<file path="src/rtl/snn_simple_core_pkg.sv">
// Fixed-point constants and arithmetic helpers for the two-neuron LIF core.
// Q6.10 signed values; products truncate via arithmetic shift, sums saturate.
package snn_simple_core_pkg;

   localparam int W  = 16;
   localparam int Q  = 10;
   localparam int WW = 2*W;

   typedef logic signed [W-1:0]  fx_t;
   typedef logic signed [WW-1:0] acc_t;

   // x*2^Q truncated toward zero
   localparam fx_t FX_ONE      = 16'sd1024;
   localparam fx_t G_DECAY_E   = 16'sd942;
   localparam fx_t G_DECAY_I   = 16'sd901;
   localparam fx_t LEAK        = 16'sd51;
   localparam fx_t V_REST      = 16'sd0;
   localparam fx_t V_RESET     = 16'sd0;
   localparam fx_t V_TH        = 16'sd1024;
   localparam fx_t V_MIN       = -16'sd1024;
   localparam fx_t W_INIT      = 16'sd512;
   localparam fx_t W_MAX       = 16'sd1024;
   localparam fx_t W_LAT_E     = 16'sd307;
   localparam fx_t W_LAT_I     = 16'sd409;
   localparam fx_t A_PLUS      = 16'sd10;
   localparam fx_t A_MINUS     = 16'sd12;
   localparam fx_t TRACE_DECAY = 16'sd921;

   localparam acc_t SAT_MAX = 32'sd32767;
   localparam acc_t SAT_MIN = -32'sd32768;

   function automatic acc_t ext(input fx_t a);
      return WW'(a);
   endfunction

   function automatic acc_t mulq(input fx_t a, input fx_t b);
      acc_t p;
      p = ext(a) * ext(b);
      return p >>> Q;
   endfunction

   function automatic fx_t sat(input acc_t x);
      if (x > SAT_MAX) return 16'sh7FFF;
      if (x < SAT_MIN) return 16'sh8000;
      return x[W-1:0];
   endfunction

   function automatic acc_t gate(input logic en, input fx_t a);
      return en ? ext(a) : '0;
   endfunction

   function automatic int dly_clamp(input logic [7:0] d);
      if (d == 8'd0) return 1;
      if (d > 8'd16) return 16;
      return int'(d);
   endfunction

endpackage

</file>
<file path="src/rtl/snn_layer.sv">
// Weight array, conductances and the two LIF neurons of snn_simple_core.
// SNN_STDP_EN enables pre/post traces and on-line weight learning.
module snn_layer
   import snn_simple_core_pkg::*;
#(
   parameter int REFR_TICKS = 4
) (
   input  logic clk,
   input  logic rst_n,
   input  logic in0_spike,
   input  logic in1_spike,
   input  logic d01,
   input  logic d10,
   output logic n0_spike,
   output logic n1_spike,
   output fx_t  n0_vmem,
   output fx_t  n1_vmem
);

   localparam logic [7:0] REFR_W = 8'(REFR_TICKS);

   fx_t        weights [0:1][0:1];
   fx_t        ge [0:1], gi [0:1], v [0:1];
   fx_t        ge_nx [0:1], gi_nx [0:1], vn [0:1];
   logic [7:0] refr [0:1];
   logic [1:0] spike, pre;

   assign pre      = {in1_spike, in0_spike};
   assign n0_spike = spike[0];
   assign n1_spike = spike[1];
   assign n0_vmem  = v[0];
   assign n1_vmem  = v[1];

   always_comb begin
      for (int i = 0; i < 2; i++) begin
         ge_nx[i] = sat(mulq(ge[i], G_DECAY_E) + gate(pre[0], weights[i][0])
                        + gate(pre[1], weights[i][1]) + gate((i == 1) && d01, W_LAT_E));
         gi_nx[i] = sat(mulq(gi[i], G_DECAY_I) + gate((i == 0) && d10, W_LAT_I));
         vn[i]    = sat(ext(v[i]) + mulq(V_REST - v[i], LEAK) + ext(ge[i]) - ext(gi[i]));
      end
   end

   always_ff @(posedge clk or negedge rst_n) begin
      if (!rst_n) begin
         spike <= '0;
         for (int i = 0; i < 2; i++) begin
            ge[i]   <= '0;
            gi[i]   <= '0;
            v[i]    <= V_RESET;
            refr[i] <= '0;
         end
      end else begin
         for (int i = 0; i < 2; i++) begin
            ge[i] <= ge_nx[i];
            gi[i] <= gi_nx[i];
            if (refr[i] != 8'd0) begin
               v[i]     <= V_RESET;
               refr[i]  <= refr[i] - 8'd1;
               spike[i] <= 1'b0;
            end else if (vn[i] >= V_TH) begin
               v[i]     <= V_RESET;
               refr[i]  <= REFR_W;
               spike[i] <= 1'b1;
            end else begin
               v[i]     <= (vn[i] < V_MIN) ? V_MIN : vn[i];
               refr[i]  <= 8'd0;
               spike[i] <= 1'b0;
            end
         end
      end
   end

`ifdef SNN_STDP_EN
   fx_t  x [0:1], y [0:1];
   fx_t  w_nx [0:1][0:1];
   acc_t s;

   // Learning uses the traces as they stood before this edge's update
   always_comb begin
      s = '0;
      for (int i = 0; i < 2; i++) begin
         for (int j = 0; j < 2; j++) begin
            s = ext(weights[i][j]);
            if (spike[i]) s = s + mulq(A_PLUS, x[j]);
            if (pre[j])   s = s - mulq(A_MINUS, y[i]);
            if (s < 0)                w_nx[i][j] = '0;
            else if (s > ext(W_MAX))  w_nx[i][j] = W_MAX;
            else                      w_nx[i][j] = s[W-1:0];
         end
      end
   end

   always_ff @(posedge clk or negedge rst_n) begin
      if (!rst_n) begin
         for (int i = 0; i < 2; i++) begin
            x[i] <= '0;
            y[i] <= '0;
            for (int j = 0; j < 2; j++) weights[i][j] <= W_INIT;
         end
      end else begin
         for (int i = 0; i < 2; i++) begin
            x[i] <= pre[i]   ? FX_ONE : sat(mulq(x[i], TRACE_DECAY));
            y[i] <= spike[i] ? FX_ONE : sat(mulq(y[i], TRACE_DECAY));
            for (int j = 0; j < 2; j++) weights[i][j] <= w_nx[i][j];
         end
      end
   end
`else
   always_comb begin
      for (int i = 0; i < 2; i++)
         for (int j = 0; j < 2; j++) weights[i][j] = W_INIT;
   end
`endif

endmodule

</file>
<file path="src/rtl/snn_simple_core.sv">
// Two-input, two-neuron LIF network: lateral delay lines around snn_layer.
// Define SNN_STDP_EN to enable STDP learning inside the layer.
module snn_simple_core
   import snn_simple_core_pkg::*;
#(
   parameter int         REFR_TICKS = 4,
   parameter logic [7:0] DELAY01    = 8'd3,
   parameter logic [7:0] DELAY10    = 8'd5
) (
   input  logic clk,
   input  logic rst_n,
   input  logic in0_spike,
   input  logic in1_spike,
   output logic n0_spike,
   output logic n1_spike,
   output fx_t  n0_vmem,
   output fx_t  n1_vmem
);

   localparam int          D01   = dly_clamp(DELAY01);
   localparam int          D10   = dly_clamp(DELAY10);
   localparam logic [15:0] SEL01 = 16'd1 << (D01 - 1);
   localparam logic [15:0] SEL10 = 16'd1 << (D10 - 1);

   // The live spike output is tap 0, so 15 flops give a 16-deep line
   logic [14:0] dl01, dl10;
   logic        d01, d10;

   always_ff @(posedge clk or negedge rst_n) begin
      if (!rst_n) begin
         dl01 <= '0;
         dl10 <= '0;
      end else begin
         dl01 <= {dl01[13:0], n0_spike};
         dl10 <= {dl10[13:0], n1_spike};
      end
   end

   assign d01 = |({dl01, n0_spike} & SEL01);
   assign d10 = |({dl10, n1_spike} & SEL10);

   snn_layer #(.REFR_TICKS(REFR_TICKS)) u_layer (
      .clk       (clk),
      .rst_n     (rst_n),
      .in0_spike (in0_spike),
      .in1_spike (in1_spike),
      .d01       (d01),
      .d10       (d10),
      .n0_spike  (n0_spike),
      .n1_spike  (n1_spike),
      .n0_vmem   (n0_vmem),
      .n1_vmem   (n1_vmem)
   );

endmodule

</file>
<file path="config.mk">
export PLATFORM = sky130hd
export DESIGN_NAME = snn_simple_core
export DESIGN_NICKNAME = d
export VERILOG_FILES = /design/src/rtl/snn_simple_core_pkg.sv /design/src/rtl/snn_layer.sv /design/src/rtl/snn_simple_core.sv
export SDC_FILE = /design/constraint.sdc
export NUM_CORES = 1
export LEC_CHECK = 0
export CAP_MARGIN = 20
export CELL_PAD_IN_SITES_DETAIL_PLACEMENT = 0
export CELL_PAD_IN_SITES_GLOBAL_PLACEMENT = 1
export CORE_MARGIN = 2
export CORE_UTILIZATION = 45
export DETAILED_ROUTE_END_ITERATION = 7
export GPL_ROUTABILITY_DRIVEN = 0
export HOLD_SLACK_MARGIN = 0.1
export PLACE_DENSITY = 0.72
export SLEW_MARGIN = 25
export SYNTH_ARGS = -nofsm -noshare
export SYNTH_HDL_FRONTEND = slang
export SYNTH_HIERARCHICAL = 1
export SYNTH_SLANG_ARGS = --single-unit
</file>
<file path="constraint.sdc">
create_clock -name clk -period 14.1 [get_ports clk]
set_clock_uncertainty 0.1 [all_clocks]
set_input_delay 2.82 -clock clk [delete_from_list [all_inputs] [get_ports clk]]
set_output_delay 2.82 -clock clk [all_outputs]
set_load 0.01 [all_outputs]
</file>
==> metrics.md <==
| Metric | Value |
|---|---|
| 1st-pass router iterations | `6` |
| Status | `finished, final reports clean` |
| Max Cap Viol | `0` |
| Crit Path Class | `reg -> reg` |
| Dpl hpwl | `51500 um` |
| Final hold vios | `0` |
| Synth-to-Final Area Change | `7.05%` |
| Clock slew at reported path FFs | `70 ps` |
| CTS root buf | `clkbuf_16` |
| WP data arrival | `10250 ps` |
| Biggest area consumer among synthesized cells | `fa_1` |
| CTS tree | `built` |
| I/O Buffers | `37` |
| Largest net degree at the start of global routing | `70` |
| Multi-input logic area | `20300 um2` |
| Main synth FF type | `dfrtp_1` |
| HP Class | `reg -> reg` |
| Number of synthesis warnings | `6` |
| Top sig layer | `met4` |
| Io pins | `38` |
| Layout cell share with drive strength beyond 1 | `0.0284` |
| CP max FO | `14` |
| # DRC | `0` |
| Post-CTS Setup Bufs | `0` |
| Met2 wire len | `27700 um` |
| FP Rows | `88` |
| Final wirelength | `59500 um` |
| Antenna cells | `0` |
| All-Layer GR Usage | `0.212` |
| Core Box Area | `57400 um2` |
| CP required | `14330 ps` |
| Die ar. | `59700 um2` |
| Min Clock Period, post-route | `10020 ps` |
| Mapped Nets | `3647` |
| Worst path max stage delay | `530 ps` |
| First-pass GRT wire length | `101000 um` |
| Post_cts resized | `0` |
| Pin slew with the least headroom to its limit | `1020 ps` |
| Top cells by area, synth | `fa_1 25%, ha_1 23%, dfrtp_1 12%` |
| Register Area | `3000 um2` |
| Fill count | `5469` |
| Cells after Synth | `2836` |
| RSZ-0062 raised after global routing | `false` |
| DRT iter0 DRCs | `822` |
| Post-Syn Area | `26000 um2` |
| F_max | `99.8 MHz` |
| Pins Over Slew Limit | `0` |
| Final setup vio count | `0` |
| Critical path startpoint category | `register` |
| M1 WL | `29200 um` |
| CTS Sinks | `120` |
| Period utilization | `0.711` |
| Sequential share of the synthesized area | `0.116` |
| Async SR Flop Fraction | `1.00` |
| CTS max path bufs | `2` |
| Yosys top cell area share | `0.247` |
| Routed length per instance | `16.3 um` |
| CP max stage cell | `fa_1` |
| Via Count | `18.8k` |
| Wire length on met3 | `1730 um` |
| Grt ovf | `0` |
| #FFs+latches synth | `120` |
| Crit path capture type | `register` |
| Vias per inst | `5.17` |
| Initial Util | `0.453` |
| Post-CTS Hold Buffers | `0` |
| Initial antenna violation count | `0` |
| Relative slew margins | `0.320` |
| Total negative setup slack | `0 ps` |
| Post-route ant nets | `0` |
| Post-Syn Area per Cell | `9.16 um2` |
| Die extent in x | `244 um` |
| Die H | `244 um` |
| Clock buffer count from CTS | `17` |
| Post-synth EDFFs | `0` |
| Yosys cell types | `82` |
| Worst skew pair latency | `460 ps` |
| Post-layout nets | `3681` |
| Htree depth | `4` |
| Vias in the first global route | `19.7k` |
placed cells by master, fill, tap and decap left out, drive strengths merged, types with 5 or more instances in the layout:
| cell | Yosys | routed |
|---|---|---|
| a21oi | 146 | 146 |
| o31ai | 11 | 11 |
| clkbuf | 25 | 18 |
| buf | 8 | 11 |
| or3 | 16 | 16 |
| xnor2 | 170 | 170 |
| nor2 | 115 | 115 |
| a211o | 6 | 6 |
| o21bai | 15 | 15 |
| a21boi | 7 | 7 |
| mux2i | 5 | 5 |
| nand2b | 25 | 25 |
| nor3 | 37 | 37 |
| a21o | 71 | 71 |
| fa | 321 | 321 |
| o211ai | 7 | 7 |
| o21a | 19 | 19 |
| a31oi | 14 | 14 |
| a31o | 7 | 7 |
| and3 | 18 | 18 |
| ha | 486 | 486 |
| nand2 | 106 | 106 |
| nor2b | 26 | 26 |
| or4 | 5 | 5 |
| nor4 | 12 | 12 |
| xor2 | 94 | 94 |
| nand3b | 7 | 7 |
| o22ai | 5 | 5 |
| a211oi | 28 | 28 |
| nand3 | 38 | 38 |
| clkinv | 0 | 5 |
| and2 | 13 | 13 |
| dfrtp | 120 | 120 |
| or2 | 6 | 6 |
| inv | 665 | 671 |
| o21ai | 108 | 108 |
| clkdlybuf4s50 | 0 | 36 |
| nand4 | 16 | 16 |
registers in the layout (all words and copies together), names as in the netlist:
signal / count
dl01: 2
u_layer/spike: 2
u_layer/n1_vmem: 16
u_layer/refr: 16
u_layer/gi: 32
dl10: 4
u_layer/n0_vmem: 16
u_layer/ge: 32
critical path: cells and delay by family (launching register included):
family,cells,cell delay [ps]
xor+xnor,3,850
compound gates,12,2340
simple gates,9,2600
flops,1,450
fa+ha+maj,8,3270
buf+inv,5,260
layout make-up:
class | instances | share of cell area
clock buffers | 17 | 0.0153
clock inverters | 15 | 0.00517
inverters | 665 | 0.0897
multi-input cells | 2018 | 0.731
flip-flops and latches | 120 | 0.108
well taps | 765 | 0.0344
repair buffers | 48 | 0.0162
worst paths after layout:
kind,from,to,slack (ps),cells past startpoint
min in group asynchronous,rst_n,u_layer/ge[31]$_DFF_PN0_,2280,1
min,dl10[0]$_DFF_PN0_,dl10[1]$_DFF_PN0_,250,0
min reg2reg,dl10[0]$_DFF_PN0_,dl10[1]$_DFF_PN0_,250,0
max,u_layer/n0_vmem[3]$_DFF_PN0_,u_layer/n0_vmem[14]$_DFF_PN0_,4080,37
max reg2reg,u_layer/n0_vmem[3]$_DFF_PN0_,u_layer/n0_vmem[14]$_DFF_PN0_,4080,37
max in group asynchronous,rst_n,u_layer/n1_vmem[10]$_DFF_PN0_,10410,2
layer usage:
metal	vias to the layer above	global-route usage
met2	225	0.351
li1	9302	-
met3	48	0.0255
met5	-	0
met4	0	0.0450
met1	9267	0.298
cell usage after synthesis, types with 10 or more instances:
library cell / number
fa_1: 321
o21a_1: 19
nand3_1: 38
xor2_1: 94
nor3_1: 37
dfrtp_1: 120
nand2_1: 106
or3_1: 16
xnor2_1: 170
a31oi_1: 13
nor2b_1: 26
and2_1: 13
a21oi_1: 146
o21ai_0: 93
inv_1: 665
nand4_1: 15
nor4_1: 12
o21ai_2: 11
and3_1: 18
a21o_1: 71
ha_1: 486
a211oi_1: 28
nor2_1: 115
clkbuf_1: 24
o21bai_1: 15
nand2b_1: 25
o31ai_1: 10
kinds of logic after synthesis:
logic type / share of synthesized area
xor gates and xnor gates: 0.0890
muxes: 0.00323
buffers and inverters: 0.102
DFF: 0.116
AOI/OAI and AO/OA: 0.122
and+or+nand+nor: 0.0861
adders and majority gates: 0.482
metrics by stage:
step	setup WS (ps)	util	area (um2)	instances	hold WS [ps]
after detailed placement	4110	0.475	27200	3614	235
after global routing	3180	0.485	27800	3648	259
final	4080	0.485	27800	3648	248
after floorplan	5130	-	26000	2836	231
after CTS	4070	0.485	27800	3646	252
after global placement	4380	0.475	27200	3614	234
Power is not shown: default switching activity piles up to over one toggle a cycle in this logic, so the estimate is an artifact.
